`config.mk`:
```
export PLATFORM = sky130hd
export DESIGN_NAME = pe_driver_flat
export DESIGN_NICKNAME = d
export VERILOG_FILES = /design/src/rtl/pe_pkg.sv /design/src/rtl/pe_driver_if.sv /design/src/rtl/pe_stream_gate.sv /design/src/rtl/pe_driver.sv /design/src/flat_wrapper.sv
export SDC_FILE = /design/constraint.sdc
export NUM_CORES = 1
export LEC_CHECK = 0
export BUFFER_PORTS_ARGS = -buffer_cell sky130_fd_sc_hd__buf_4
export CORE_AREA = 2 2 117 119
export DETAILED_ROUTE_END_ITERATION = 6
export DIE_AREA = 0 0 119 121
export HOLD_SLACK_MARGIN = 0.02
export PLACE_DENSITY = 0.71
export SYNTH_ARGS = -nofsm -noshare
export SYNTH_HDL_FRONTEND = slang
export SYNTH_SLANG_ARGS = --single-unit
```
`constraint.sdc`:
```
create_clock -name i_clk -period 2.5 [get_ports i_clk]
set_input_delay 0.125 -clock i_clk [delete_from_list [all_inputs] [get_ports i_clk]]
set_output_delay 0.125 -clock i_clk [all_outputs]
set_load 0.05 [all_outputs]
```
`src/rtl/pe_pkg.sv`:
```
// Shared types and constants for the PE driver.
// One job descriptor drives a single PE through issue, stream and drain.
package pe_pkg;

   localparam int IFMAP_W = 8;
   localparam int WGHT_W  = 32;
   localparam int PSUM_W  = 32;
   localparam int CNT_W   = 10;
   localparam int OP_W    = 3;
   localparam int INFO_W  = 11;

   localparam logic [OP_W-1:0] OP_NOP  = 3'b000;
   localparam logic [OP_W-1:0] OP_CONV = 3'b001;

   // conv_info packs {p[3:0], q[2:0], s[3:0]}
   localparam int INFO_S_LSB = 0;
   localparam int INFO_Q_LSB = 4;
   localparam int INFO_P_LSB = 7;

   typedef enum logic [1:0] {
      ST_IDLE,
      ST_ISSUE,
      ST_STREAM,
      ST_WAIT_PE
   } pe_state_e;

endpackage

```
`src/rtl/pe_driver_if.sv`:
```
// Job, instruction and FIFO handshake bundle between GB, driver and PE.
// master is the driver view, slave is the surrounding GB/PE view.
interface pe_driver_if #(
   parameter int IFMAP_W = 8,
   parameter int WGHT_W  = 32,
   parameter int PSUM_W  = 32,
   parameter int CNT_W   = 10
);
   logic               i_job_valid;
   logic               o_job_ready;
   logic [2:0]         i_job_opcode;
   logic [10:0]        i_job_conv_info;
   logic [CNT_W-1:0]   i_job_ifmap_cnt;
   logic [CNT_W-1:0]   i_job_wght_cnt;
   logic [CNT_W-1:0]   i_job_psum_in_cnt;
   logic [CNT_W-1:0]   i_job_psum_out_cnt;

   logic [IFMAP_W-1:0] i_gb_ifmap_data;
   logic               i_gb_ifmap_valid;
   logic               o_gb_ifmap_ready;
   logic [WGHT_W-1:0]  i_gb_wght_data;
   logic               i_gb_wght_valid;
   logic               o_gb_wght_ready;
   logic [PSUM_W-1:0]  i_gb_psum_data;
   logic               i_gb_psum_valid;
   logic               o_gb_psum_ready;

   logic [2:0]         o_inst_data;
   logic [10:0]        o_conv_info;
   logic               o_inst_valid;
   logic               i_inst_ready;

   logic [IFMAP_W-1:0] o_ifmap_fifo_data;
   logic               o_ifmap_fifo_valid;
   logic               i_ifmap_fifo_ready;
   logic [WGHT_W-1:0]  o_wght_fifo_data;
   logic               o_wght_fifo_valid;
   logic               i_wght_fifo_ready;
   logic [PSUM_W-1:0]  o_psum_in_fifo_data;
   logic               o_psum_in_fifo_valid;
   logic               i_psum_in_fifo_ready;
   logic [PSUM_W-1:0]  i_psum_out_fifo_data;
   logic               i_psum_out_fifo_valid;
   logic               o_psum_out_fifo_ready;

   logic [PSUM_W-1:0]  o_gb_out_data;
   logic               o_gb_out_valid;
   logic               i_gb_out_ready;

   logic               o_busy;
   logic               o_done;

   modport master (
      input  i_job_valid, i_job_opcode, i_job_conv_info,
      input  i_job_ifmap_cnt, i_job_wght_cnt,
      input  i_job_psum_in_cnt, i_job_psum_out_cnt,
      input  i_gb_ifmap_data, i_gb_ifmap_valid,
      input  i_gb_wght_data, i_gb_wght_valid,
      input  i_gb_psum_data, i_gb_psum_valid,
      input  i_inst_ready,
      input  i_ifmap_fifo_ready, i_wght_fifo_ready,
      input  i_psum_in_fifo_ready,
      input  i_psum_out_fifo_data, i_psum_out_fifo_valid,
      input  i_gb_out_ready,
      output o_job_ready,
      output o_gb_ifmap_ready, o_gb_wght_ready, o_gb_psum_ready,
      output o_inst_data, o_conv_info, o_inst_valid,
      output o_ifmap_fifo_data, o_ifmap_fifo_valid,
      output o_wght_fifo_data, o_wght_fifo_valid,
      output o_psum_in_fifo_data, o_psum_in_fifo_valid,
      output o_psum_out_fifo_ready,
      output o_gb_out_data, o_gb_out_valid,
      output o_busy, o_done
   );

   modport slave (
      output i_job_valid, i_job_opcode, i_job_conv_info,
      output i_job_ifmap_cnt, i_job_wght_cnt,
      output i_job_psum_in_cnt, i_job_psum_out_cnt,
      output i_gb_ifmap_data, i_gb_ifmap_valid,
      output i_gb_wght_data, i_gb_wght_valid,
      output i_gb_psum_data, i_gb_psum_valid,
      output i_inst_ready,
      output i_ifmap_fifo_ready, i_wght_fifo_ready,
      output i_psum_in_fifo_ready,
      output i_psum_out_fifo_data, i_psum_out_fifo_valid,
      output i_gb_out_ready,
      input  o_job_ready,
      input  o_gb_ifmap_ready, o_gb_wght_ready, o_gb_psum_ready,
      input  o_inst_data, o_conv_info, o_inst_valid,
      input  o_ifmap_fifo_data, o_ifmap_fifo_valid,
      input  o_wght_fifo_data, o_wght_fifo_valid,
      input  o_psum_in_fifo_data, o_psum_in_fifo_valid,
      input  o_psum_out_fifo_ready,
      input  o_gb_out_data, o_gb_out_valid,
      input  o_busy, o_done
   );

endinterface

```
`src/rtl/pe_stream_gate.sv`:
```
// One counted valid/ready channel: passes exactly the loaded number of words.
// Once the count is exhausted both valid and ready are held low.
module pe_stream_gate #(
   parameter int DATA_W = 8,
   parameter int CNT_W  = 10
) (
   input  logic              clk,
   input  logic              rst,
   input  logic              load,
   input  logic [CNT_W-1:0]  load_cnt,
   input  logic              en,
   input  logic              src_valid,
   input  logic [DATA_W-1:0] src_data,
   output logic              src_ready,
   output logic              dst_valid,
   output logic [DATA_W-1:0] dst_data,
   input  logic              dst_ready,
   output logic              o_zero
);

   logic [CNT_W-1:0] rem_q;
   logic             live;

   assign o_zero    = (rem_q == '0);
   assign live      = en & ~o_zero;
   assign dst_valid = live & src_valid;
   assign src_ready = live & dst_ready;
   assign dst_data  = src_data;

   always_ff @(posedge clk) begin
      if (rst)
         rem_q <= '0;
      else if (load)
         rem_q <= load_cnt;
      else if (live & src_valid & dst_ready)
         rem_q <= rem_q - 1'b1;
   end

endmodule

```
`src/rtl/pe_driver.sv`:
```
// PE initiator: accepts a job, issues the instruction, streams and drains
// the programmed word counts, then waits for the PE to go idle.
module pe_driver
   import pe_pkg::*;
#(
   parameter int IFMAP_BUS_BITWIDTH = 8,
   parameter int WGHT_BUS_BITWIDTH  = 32,
   parameter int PSUM_BUS_BITWIDTH  = 32,
   parameter int CNT_BITWIDTH       = 10
) (
   input logic          i_clk,
   input logic          i_rst,
   pe_driver_if.master  bus
);

   pe_state_e   state_q, state_d;
   logic [2:0]  op_q;
   logic [10:0] info_q;
   logic        load, en;
   logic [3:0]  zero;

   assign load = (state_q == ST_IDLE) & bus.i_job_valid;
   assign en   = (state_q == ST_STREAM);

   always_ff @(posedge i_clk) begin
      if (i_rst) begin
         state_q <= ST_IDLE;
         op_q    <= '0;
         info_q  <= '0;
      end else begin
         state_q <= state_d;
         if (load) begin
            op_q   <= bus.i_job_opcode;
            info_q <= bus.i_job_conv_info;
         end
      end
   end

   always_comb begin
      state_d          = state_q;
      bus.o_job_ready  = 1'b0;
      bus.o_inst_valid = 1'b0;
      bus.o_done       = 1'b0;
      unique case (state_q)
         ST_IDLE: begin
            bus.o_job_ready = 1'b1;
            if (bus.i_job_valid) state_d = ST_ISSUE;
         end
         ST_ISSUE: begin
            bus.o_inst_valid = 1'b1;
            if (bus.i_inst_ready) state_d = ST_STREAM;
         end
         ST_STREAM: begin
            if (&zero) state_d = ST_WAIT_PE;
         end
         ST_WAIT_PE: begin
            // PE reports idle through the same ready line
            if (bus.i_inst_ready) begin
               bus.o_done = 1'b1;
               state_d    = ST_IDLE;
            end
         end
         default: state_d = ST_IDLE;
      endcase
   end

   assign bus.o_inst_data = op_q;
   assign bus.o_conv_info = info_q;
   assign bus.o_busy      = (state_q != ST_IDLE);

   pe_stream_gate #(.DATA_W(IFMAP_BUS_BITWIDTH), .CNT_W(CNT_BITWIDTH)) u_ifmap (
      .clk(i_clk), .rst(i_rst), .load(load),
      .load_cnt(bus.i_job_ifmap_cnt), .en(en),
      .src_valid(bus.i_gb_ifmap_valid), .src_data(bus.i_gb_ifmap_data),
      .src_ready(bus.o_gb_ifmap_ready),
      .dst_valid(bus.o_ifmap_fifo_valid), .dst_data(bus.o_ifmap_fifo_data),
      .dst_ready(bus.i_ifmap_fifo_ready), .o_zero(zero[0])
   );

   pe_stream_gate #(.DATA_W(WGHT_BUS_BITWIDTH), .CNT_W(CNT_BITWIDTH)) u_wght (
      .clk(i_clk), .rst(i_rst), .load(load),
      .load_cnt(bus.i_job_wght_cnt), .en(en),
      .src_valid(bus.i_gb_wght_valid), .src_data(bus.i_gb_wght_data),
      .src_ready(bus.o_gb_wght_ready),
      .dst_valid(bus.o_wght_fifo_valid), .dst_data(bus.o_wght_fifo_data),
      .dst_ready(bus.i_wght_fifo_ready), .o_zero(zero[1])
   );

   pe_stream_gate #(.DATA_W(PSUM_BUS_BITWIDTH), .CNT_W(CNT_BITWIDTH)) u_psum_in (
      .clk(i_clk), .rst(i_rst), .load(load),
      .load_cnt(bus.i_job_psum_in_cnt), .en(en),
      .src_valid(bus.i_gb_psum_valid), .src_data(bus.i_gb_psum_data),
      .src_ready(bus.o_gb_psum_ready),
      .dst_valid(bus.o_psum_in_fifo_valid), .dst_data(bus.o_psum_in_fifo_data),
      .dst_ready(bus.i_psum_in_fifo_ready), .o_zero(zero[2])
   );

   pe_stream_gate #(.DATA_W(PSUM_BUS_BITWIDTH), .CNT_W(CNT_BITWIDTH)) u_psum_out (
      .clk(i_clk), .rst(i_rst), .load(load),
      .load_cnt(bus.i_job_psum_out_cnt), .en(en),
      .src_valid(bus.i_psum_out_fifo_valid), .src_data(bus.i_psum_out_fifo_data),
      .src_ready(bus.o_psum_out_fifo_ready),
      .dst_valid(bus.o_gb_out_valid), .dst_data(bus.o_gb_out_data),
      .dst_ready(bus.i_gb_out_ready), .o_zero(zero[3])
   );

endmodule

```
`src/flat_wrapper.sv`:
```
// flat-port wrapper written by rule: the top's interface ports become plain ports
module pe_driver_flat import pe_pkg::*;
#(
   parameter int IFMAP_BUS_BITWIDTH = 8,
   parameter int WGHT_BUS_BITWIDTH  = 32,
   parameter int PSUM_BUS_BITWIDTH  = 32,
   parameter int CNT_BITWIDTH       = 10
)
  (i_clk, i_rst, bus_i_job_valid, bus_i_job_opcode, bus_i_job_conv_info, bus_i_job_ifmap_cnt, bus_i_job_wght_cnt, bus_i_job_psum_in_cnt, bus_i_job_psum_out_cnt, bus_i_gb_ifmap_data, bus_i_gb_ifmap_valid, bus_i_gb_wght_data, bus_i_gb_wght_valid, bus_i_gb_psum_data, bus_i_gb_psum_valid, bus_i_inst_ready, bus_i_ifmap_fifo_ready, bus_i_wght_fifo_ready, bus_i_psum_in_fifo_ready, bus_i_psum_out_fifo_data, bus_i_psum_out_fifo_valid, bus_i_gb_out_ready, bus_o_job_ready, bus_o_gb_ifmap_ready, bus_o_gb_wght_ready, bus_o_gb_psum_ready, bus_o_inst_data, bus_o_conv_info, bus_o_inst_valid, bus_o_ifmap_fifo_data, bus_o_ifmap_fifo_valid, bus_o_wght_fifo_data, bus_o_wght_fifo_valid, bus_o_psum_in_fifo_data, bus_o_psum_in_fifo_valid, bus_o_psum_out_fifo_ready, bus_o_gb_out_data, bus_o_gb_out_valid, bus_o_busy, bus_o_done);
  pe_driver_if bus_i ();
  input logic i_clk;
  input logic i_rst;
  input wire logic [$bits(bus_i.i_job_valid)-1:0] bus_i_job_valid;
  input wire logic [$bits(bus_i.i_job_opcode)-1:0] bus_i_job_opcode;
  input wire logic [$bits(bus_i.i_job_conv_info)-1:0] bus_i_job_conv_info;
  input wire logic [$bits(bus_i.i_job_ifmap_cnt)-1:0] bus_i_job_ifmap_cnt;
  input wire logic [$bits(bus_i.i_job_wght_cnt)-1:0] bus_i_job_wght_cnt;
  input wire logic [$bits(bus_i.i_job_psum_in_cnt)-1:0] bus_i_job_psum_in_cnt;
  input wire logic [$bits(bus_i.i_job_psum_out_cnt)-1:0] bus_i_job_psum_out_cnt;
  input wire logic [$bits(bus_i.i_gb_ifmap_data)-1:0] bus_i_gb_ifmap_data;
  input wire logic [$bits(bus_i.i_gb_ifmap_valid)-1:0] bus_i_gb_ifmap_valid;
  input wire logic [$bits(bus_i.i_gb_wght_data)-1:0] bus_i_gb_wght_data;
  input wire logic [$bits(bus_i.i_gb_wght_valid)-1:0] bus_i_gb_wght_valid;
  input wire logic [$bits(bus_i.i_gb_psum_data)-1:0] bus_i_gb_psum_data;
  input wire logic [$bits(bus_i.i_gb_psum_valid)-1:0] bus_i_gb_psum_valid;
  input wire logic [$bits(bus_i.i_inst_ready)-1:0] bus_i_inst_ready;
  input wire logic [$bits(bus_i.i_ifmap_fifo_ready)-1:0] bus_i_ifmap_fifo_ready;
  input wire logic [$bits(bus_i.i_wght_fifo_ready)-1:0] bus_i_wght_fifo_ready;
  input wire logic [$bits(bus_i.i_psum_in_fifo_ready)-1:0] bus_i_psum_in_fifo_ready;
  input wire logic [$bits(bus_i.i_psum_out_fifo_data)-1:0] bus_i_psum_out_fifo_data;
  input wire logic [$bits(bus_i.i_psum_out_fifo_valid)-1:0] bus_i_psum_out_fifo_valid;
  input wire logic [$bits(bus_i.i_gb_out_ready)-1:0] bus_i_gb_out_ready;
  output wire logic [$bits(bus_i.o_job_ready)-1:0] bus_o_job_ready;
  output wire logic [$bits(bus_i.o_gb_ifmap_ready)-1:0] bus_o_gb_ifmap_ready;
  output wire logic [$bits(bus_i.o_gb_wght_ready)-1:0] bus_o_gb_wght_ready;
  output wire logic [$bits(bus_i.o_gb_psum_ready)-1:0] bus_o_gb_psum_ready;
  output wire logic [$bits(bus_i.o_inst_data)-1:0] bus_o_inst_data;
  output wire logic [$bits(bus_i.o_conv_info)-1:0] bus_o_conv_info;
  output wire logic [$bits(bus_i.o_inst_valid)-1:0] bus_o_inst_valid;
  output wire logic [$bits(bus_i.o_ifmap_fifo_data)-1:0] bus_o_ifmap_fifo_data;
  output wire logic [$bits(bus_i.o_ifmap_fifo_valid)-1:0] bus_o_ifmap_fifo_valid;
  output wire logic [$bits(bus_i.o_wght_fifo_data)-1:0] bus_o_wght_fifo_data;
  output wire logic [$bits(bus_i.o_wght_fifo_valid)-1:0] bus_o_wght_fifo_valid;
  output wire logic [$bits(bus_i.o_psum_in_fifo_data)-1:0] bus_o_psum_in_fifo_data;
  output wire logic [$bits(bus_i.o_psum_in_fifo_valid)-1:0] bus_o_psum_in_fifo_valid;
  output wire logic [$bits(bus_i.o_psum_out_fifo_ready)-1:0] bus_o_psum_out_fifo_ready;
  output wire logic [$bits(bus_i.o_gb_out_data)-1:0] bus_o_gb_out_data;
  output wire logic [$bits(bus_i.o_gb_out_valid)-1:0] bus_o_gb_out_valid;
  output wire logic [$bits(bus_i.o_busy)-1:0] bus_o_busy;
  output wire logic [$bits(bus_i.o_done)-1:0] bus_o_done;
  assign bus_i.i_job_valid = bus_i_job_valid;
  assign bus_i.i_job_opcode = bus_i_job_opcode;
  assign bus_i.i_job_conv_info = bus_i_job_conv_info;
  assign bus_i.i_job_ifmap_cnt = bus_i_job_ifmap_cnt;
  assign bus_i.i_job_wght_cnt = bus_i_job_wght_cnt;
  assign bus_i.i_job_psum_in_cnt = bus_i_job_psum_in_cnt;
  assign bus_i.i_job_psum_out_cnt = bus_i_job_psum_out_cnt;
  assign bus_i.i_gb_ifmap_data = bus_i_gb_ifmap_data;
  assign bus_i.i_gb_ifmap_valid = bus_i_gb_ifmap_valid;
  assign bus_i.i_gb_wght_data = bus_i_gb_wght_data;
  assign bus_i.i_gb_wght_valid = bus_i_gb_wght_valid;
  assign bus_i.i_gb_psum_data = bus_i_gb_psum_data;
  assign bus_i.i_gb_psum_valid = bus_i_gb_psum_valid;
  assign bus_i.i_inst_ready = bus_i_inst_ready;
  assign bus_i.i_ifmap_fifo_ready = bus_i_ifmap_fifo_ready;
  assign bus_i.i_wght_fifo_ready = bus_i_wght_fifo_ready;
  assign bus_i.i_psum_in_fifo_ready = bus_i_psum_in_fifo_ready;
  assign bus_i.i_psum_out_fifo_data = bus_i_psum_out_fifo_data;
  assign bus_i.i_psum_out_fifo_valid = bus_i_psum_out_fifo_valid;
  assign bus_i.i_gb_out_ready = bus_i_gb_out_ready;
  assign bus_o_job_ready = bus_i.o_job_ready;
  assign bus_o_gb_ifmap_ready = bus_i.o_gb_ifmap_ready;
  assign bus_o_gb_wght_ready = bus_i.o_gb_wght_ready;
  assign bus_o_gb_psum_ready = bus_i.o_gb_psum_ready;
  assign bus_o_inst_data = bus_i.o_inst_data;
  assign bus_o_conv_info = bus_i.o_conv_info;
  assign bus_o_inst_valid = bus_i.o_inst_valid;
  assign bus_o_ifmap_fifo_data = bus_i.o_ifmap_fifo_data;
  assign bus_o_ifmap_fifo_valid = bus_i.o_ifmap_fifo_valid;
  assign bus_o_wght_fifo_data = bus_i.o_wght_fifo_data;
  assign bus_o_wght_fifo_valid = bus_i.o_wght_fifo_valid;
  assign bus_o_psum_in_fifo_data = bus_i.o_psum_in_fifo_data;
  assign bus_o_psum_in_fifo_valid = bus_i.o_psum_in_fifo_valid;
  assign bus_o_psum_out_fifo_ready = bus_i.o_psum_out_fifo_ready;
  assign bus_o_gb_out_data = bus_i.o_gb_out_data;
  assign bus_o_gb_out_valid = bus_i.o_gb_out_valid;
  assign bus_o_busy = bus_i.o_busy;
  assign bus_o_done = bus_i.o_done;
  pe_driver #(.IFMAP_BUS_BITWIDTH(IFMAP_BUS_BITWIDTH), .WGHT_BUS_BITWIDTH(WGHT_BUS_BITWIDTH), .PSUM_BUS_BITWIDTH(PSUM_BUS_BITWIDTH), .CNT_BITWIDTH(CNT_BITWIDTH)) u_core (.i_clk(i_clk), .i_rst(i_rst), .bus(bus_i));
endmodule
```
# After elaboration in Yosys (flattened, before gate mapping)
# Cells that the tools add are included.
# W data, S select, Z words.
dict set report word_totals {
  register_bits 56
  in_bits 170
  output_inout_bits 130
  word_cells 68
}
dict set report classes {
  n_addsub 4
  eq_ne 7
  mux 17
  bitwise_logic 21
  reduce_logical 12
}
# op n
set op_table {}
lappend op_table {{$mux W10} 8}
lappend op_table {{$logic_not A10 Y1} 4}
lappend op_table {{$sub A10 B1 Y10 const B} 4}
lappend op_table {{$and A1 B1 Y1} 17}
lappend op_table {{$reduce_bool A2 Y1} 5}
lappend op_table {{$mux W2} 4}
lappend op_table {{$pmux W2 S4} 1}
lappend op_table {{$reduce_and A4 Y1} 2}
lappend op_table {{$ne A2 B2 Y1 const B} 3}
lappend op_table {{$eq A2 B2 Y1 const B} 2}
lappend op_table {{$mux W1} 4}
lappend op_table {{$not A1 Y1} 4}
lappend op_table {{$eq A2 B1 Y1 const B} 1}
lappend op_table {{$logic_not A2 Y1} 1}
lappend op_table {{$ne A2 B1 Y1 const B} 1}

# Logic depth before layout (Yosys ltp)
dict set report logic_depth {
  ltp_word 7
  mapped_depth 8
  ltp_nobuf 6
}

# Cells and area by module
# Synthesis repeated with hierarchy kept, for this count alone.
dict set report unflattened {
  cells_unflattened 469
  hier_area_um2 3887.5
}
# mod instances cells_each area_each_um2
set modules_own_cells {}
lappend modules_own_cells {{pe_stream_gate at u_core.u_psum_in ...} 3 103 849.6}
lappend modules_own_cells {pe_driver 1 81 669.4}
lappend modules_own_cells {{pe_stream_gate at u_core.u_ifmap} 1 79 669.4}

# Worst setup path before layout
# OpenSTA, ideal clock, no wires.
dict set report synth_timing {
  kind {register to register}
  start {reg u_core.state_q[0]}
  end {reg u_core.u_wght.rem_q[3]}
  arrival_time_ns 1.973
  path_slack_ns 0.436
  path_stages_with_launch 9
  path_cell_list {dfxtp_1 -> inv_1 -> ha_1 -> buf_2 -> and3_1 -> buf_2 -> o31ai_4 -> or4b_2 -> a311oi_1}
}
dict set report synth_via {
  elab_chain_cells 5
  elab_cells_between_ends 8
}
# element line
set synth_rtl {}
lappend synth_rtl {{start, declared} pe_driver.sv:16} ;# pe_state_e state_q, state_d;
lappend synth_rtl {{start signal, assigned} pe_driver.sv:31} ;# state_q <= state_d;
lappend synth_rtl {{$eq A2 B2 Y1} pe_driver.sv:23} ;# assign en = (state_q == ST_STREAM);
lappend synth_rtl {{$and A1 B1 Y1} pe_stream_gate.sv:25} ;# assign live = en & ~o_zero;
lappend synth_rtl {{$and A1 B1 Y1 (2 in a row)} pe_stream_gate.sv:35} ;# else if (live & src_valid & dst_ready)
lappend synth_rtl {{$reduce_bool A2 Y1 (no line)} n/a}
lappend synth_rtl {{end signal, assigned} pe_stream_gate.sv:34} ;# rem_q <= load_cnt;
lappend synth_rtl {{end signal, assigned} pe_stream_gate.sv:36} ;# rem_q <= rem_q - 1'b1;
lappend synth_rtl {{end, declared} pe_stream_gate.sv:21} ;# logic [CNT_W-1:0] rem_q;
# Several ways; a longest one is shown, not always the timed one.
# A chain may end at the register's enable or synchronous reset.

# Final worst setup path
dict set report layout_timing {
  start {reg u_core.u_psum_in.rem_q[0]}
  end {out bus_o_gb_psum_ready}
}
dict set report layout_via {
  elab_chain_cells 4
}
# element line
set layout_rtl {}
lappend layout_rtl {{start, declared} pe_stream_gate.sv:21}
lappend layout_rtl {{start signal, assigned} pe_stream_gate.sv:34}
lappend layout_rtl {{start signal, assigned} pe_stream_gate.sv:36}
lappend layout_rtl {{$logic_not A10 Y1} pe_stream_gate.sv:24} ;# assign o_zero = (rem_q == '0);
lappend layout_rtl {{$not A1 Y1} pe_stream_gate.sv:25}
lappend layout_rtl {{$and A1 B1 Y1} pe_stream_gate.sv:25}
lappend layout_rtl {{$and A1 B1 Y1} pe_stream_gate.sv:27} ;# assign src_ready = live & dst_ready;
lappend layout_rtl {{end, declared} flat_wrapper.sv:36} ;# output wire logic [$bits(bus_i.o_gb_psum_ready)-1:0] bus_o_gb_psum_ready;
# No other way between the ends.

==> flow_metrics.py <==
metrics = {
    "run_status": {
        "status": "complete, no violations",
    },
    "cts": {
        "cts_buffer_depth": 2,
        "htree_levels": 2,
        "cts-root-buf": "clkbuf_16",
        "hold_buffers": 0,
        "cts.sinks": 56,
        "clk_pin_slew_ns": 0.08,
        "cts_tree": "yes",
        "cts_buffers": 5,
        "clk_latency_ns": 0.30,
    },
    "place": {
        "gp_congestion": 0.866,
        "port_buffers": 91,
        "preCtsSetupSlack_ns": 0.265,
        "dp_hpwl_um": 7620,
    },
    "logic_synthesis": {
        "synthMuxAreaShare_pct": 1.82,
        "synth_flop_cell": "dfxtp_1",
        "synthArstFlopShare_pct": 0,
        "synth_xor_area_share_pct": 2.85,
        "synthAdderAreaFrac_pct": 2.82,
        "yosys_warnings": 0,
        "syn_nets": 676,
        "netlist_instances": 497,
        "synth_compound_area_share_pct": 18.6,
        "synthSimpleGateAreaFrac_pct": 22.3,
        "synth-seq-cells": 56,
        "synth-edff-count": 0,
        "synth_area_mm2": 0.00400,
        "synth-seq-area-share_pct": 28.0,
        "synth_top_family_by_area": "buffers and inverters",
        "synth_cell_type_count": 57,
        "syn-mean-instance-area_um2": 8.04,
    },
    "layout": {
        "finalNetCount": 653,
        "most-common-layout-cells": "buf_4 (98), dfxtp_1 (56), nor2_1 (54)",
        "fillers": 1371,
        "final_common_cell": "buf_4",
        "drive_gt1_share_pct": 26.7,
        "area_growth_pct": 6.13,
        "diodes": 0,
    },
    "route": {
        "routed_via_density": 5.23,
        "drt_wl_total_um": 10300,
        "ant_nets": 0,
        "drt_iter0_drc": 215,
        "wire_per_inst_um": 15.8,
        "first_pass_iters": 4,
        "drc": 0,
        "via_count": 3406,
    },
    "power": {
        "p_leak_nw": 1.64,
        "vdd_drop_max_uv": 313,
        "pwr_density_cell_mw_per_mm2": 1030,
        "total_power_mw": 4.38,
    },
    "sta": {
        "finalHoldViolations": 0,
        "skew_ns": 0.00874,
        "setup_violations": 0,
        "slew_violations": 0,
        "fmax_mhz": 418,
        "period_minus_slack_ns": 2.39,
        "slew-limit-headroom_pct": 56.7,
        "post-route-period-util_pct": 95.6,
        "rsz0062_at_grt": "no",
        "tightest_slew_ns": 0.649,
        "setup_tns_ns": 0,
        "setup_ws_ns": 0.109,
    },
    "setup_path": {
        "max_stage_delay_ns": 0.62,
        "reg2reg_slack_ns": 0.28,
        "path_max_fanout": 8,
        "r2r-start": "u_core.u_psum_in.rem_q[0]",
        "setup.worst_path.class": "flop to output port",
        "r2r_cells": 6,
        "setup.worst_path.end": "bus_o_gb_psum_ready",
        "r2r-end": "u_core.state_q[0]",
        "path_cells": "inv_1 -> ha_1 -> or4b_1 -> nor3_4 -> nor2_1 -> buf_4",
        "slowest_stage": "or4b_1",
        "critPathArrivalTime_ns": 2.27,
        "required_ns": 2.38,
        "crit_path_start": "u_core.u_psum_in.rem_q[0]",
        "endpoint_kind": "output port",
        "start_kind": "flop",
    },
    "die": {
        "chipWidth_um": 119,
        "rows": 42,
        "start_util_pct": 30.6,
        "core_area_mm2": 0.0131,
        "ioPinCount": 300,
        "dieHeight_um": 121,
        "die_area_mm2": 0.0144,
    },
    "global_routing": {
        "antenna_found_initial": 0,
        "grt_pass1_vias": 3359,
        "grt_max_degree": 69,
        "grtUsageTotal_pct": 14.2,
        "grt_pass1_wl_um": 16300,
        "overflow": 0,
    },
    "hold_path": {
        "hold_start": "bus_i_job_conv_info[9]",
        "hp-class": "input port to flop",
    },
    "flow_run": {
        "drv_cap": 0,
    },
}
-- logic make-up (layout without fill, tap and decap cells) --
kind of cell,Yosys count,after routing
buffers and inverters,144,122
adders and majority gates,9,9
and+or+nand+nor,172,172
muxes,7,7
AOI/OAI and AO/OA,96,96
DFF,56,56
xor gates and xnor gates,13,13
-- state kept, by name, indices dropped and copies added, names as in the netlist --
| register | count |
|---|---|
| u_core.bus.o_conv_info | 11 |
| u_core.u_psum_in.rem_q | 10 |
| u_core.u_wght.rem_q | 10 |
| u_core.u_ifmap.rem_q | 10 |
| u_core.state_q | 2 |
| u_core.u_psum_out.rem_q | 10 |
| u_core.bus.o_inst_data | 3 |
-- synth_stat cells (2+ instances only) --
| master | instances | area, µm² |
|---|---|---|
| nor3b_1 | 2 | 15.0 |
| or4_1 | 10 | 75.1 |
| o2111ai_1 | 2 | 17.5 |
| nor3_1 | 10 | 50.1 |
| o31ai_1 | 5 | 37.5 |
| ha_1 | 9 | 113 |
| a31oi_1 | 3 | 18.8 |
| nand4_1 | 4 | 25.0 |
| o21ai_0 | 8 | 40.0 |
| dfxtp_1 | 56 | 1120 |
| nor4b_1 | 4 | 35.0 |
| nor2_1 | 54 | 203 |
| xor2_1 | 5 | 43.8 |
| a21oi_1 | 17 | 85.1 |
| buf_2 | 9 | 45.0 |
| nand2_1 | 36 | 135 |
| nand3_1 | 9 | 45.0 |
| mux2i_1 | 5 | 50.1 |
| mux2_2 | 2 | 22.5 |
| nand2b_1 | 2 | 12.5 |
| and2_1 | 2 | 12.5 |
| buf_1 | 2 | 7.51 |
| inv_1 | 15 | 56.3 |
| clkbuf_1 | 14 | 52.6 |
| xnor2_1 | 8 | 70.1 |
| buf_4 | 104 | 781 |
| o22ai_1 | 2 | 12.5 |
| nor4_1 | 5 | 31.3 |
| a311oi_1 | 19 | 166 |
| nor2b_1 | 3 | 18.8 |
| a211oi_1 | 20 | 150 |
| o21bai_1 | 2 | 15.0 |
| or2_2 | 4 | 25.0 |
| a2111oi_0 | 2 | 17.5 |
| o311ai_0 | 3 | 26.3 |
| or4b_2 | 2 | 20.0 |
| and3_1 | 7 | 43.8 |
| or3_1 | 11 | 68.8 |
| o41ai_1 | 2 | 17.5 |
-- critical path: cells and delay by family (launching register included) --
family                     cells  cell delay (ns)
and+or+nand+nor                3             1.10
buffers and inverters          2             0.30
DFF                            1             0.33
adders and majority gates      1             0.23
-- metal layers --
metal	GRT usage, %	share of wire (%)	vias up
li1	-	-	1627
met1	15.5	39	1587
met2	23.4	47	132
met3	4.09	7.2	60
met4	10.5	6.1	0
met5	0	0	-
-- report_power, final --
| group | total, mW | switching [mW] | internal, mW |
|---|---|---|---|
| clock network | 0.739 | 0.343 | 0.397 |
| logic | 2.23 | 1.38 | 0.852 |
| registers | 1.42 | 0.272 | 1.14 |
-- through the flow --
| step | cell area (µm²) | util [%] | std cells | hold WS (ns) |
|---|---|---|---|---|
| 5_1_grt | 4240 | 32.4 | 651 | 0.0684 |
| 3_5_place_dp | 4090 | 31.3 | 643 | 0.250 |
| 6_report | 4240 | 32.4 | 651 | 0.0658 |
| 3_3_place_gp | 4090 | 31.3 | 643 | 0.250 |
| 2_1_floorplan | 4000 | - | 497 | 0.261 |
| 4_1_cts | 4240 | 32.4 | 651 | 0.0449 |
-- layout make-up --
class	count	area (µm²)	share of cell area, %
Inverter	15	56.3	1.33
Timing Repair Buffer	99	756	17.8
Clock buffer	6	139	3.27
Sequential cell	56	1120	26.4
Multi-Input combinational cell	297	1940	45.7
Tap cell	176	220	5.19
Clock inverter	2	10.0	0.236
-- how the worst min path moves through the flow --
| stage | end | slack [ns] | cells after the start |
|---|---|---|---|
| global route | u_core.bus.o_conv_info[3] | 0.07 | 3 |
| finish | u_core.bus.o_conv_info[9] | 0.07 | 3 |
| detailed placement | bus_o_gb_out_data[13] | 0.25 | 0 |
| floorplan | u_core.bus.o_conv_info[0] | 0.26 | 2 |
| global placement | bus_o_gb_out_data[13] | 0.25 | 0 |
| CTS | u_core.bus.o_conv_info[5] | 0.04 | 3 |
-- repair_timing --
action | 4_1_cts | 5_1_grt
setup endpoints to repair | 2 | 0
buffers inserted | 0 | 0
resized for setup | 1 | 0
Power figures use the tool's default switching activity.
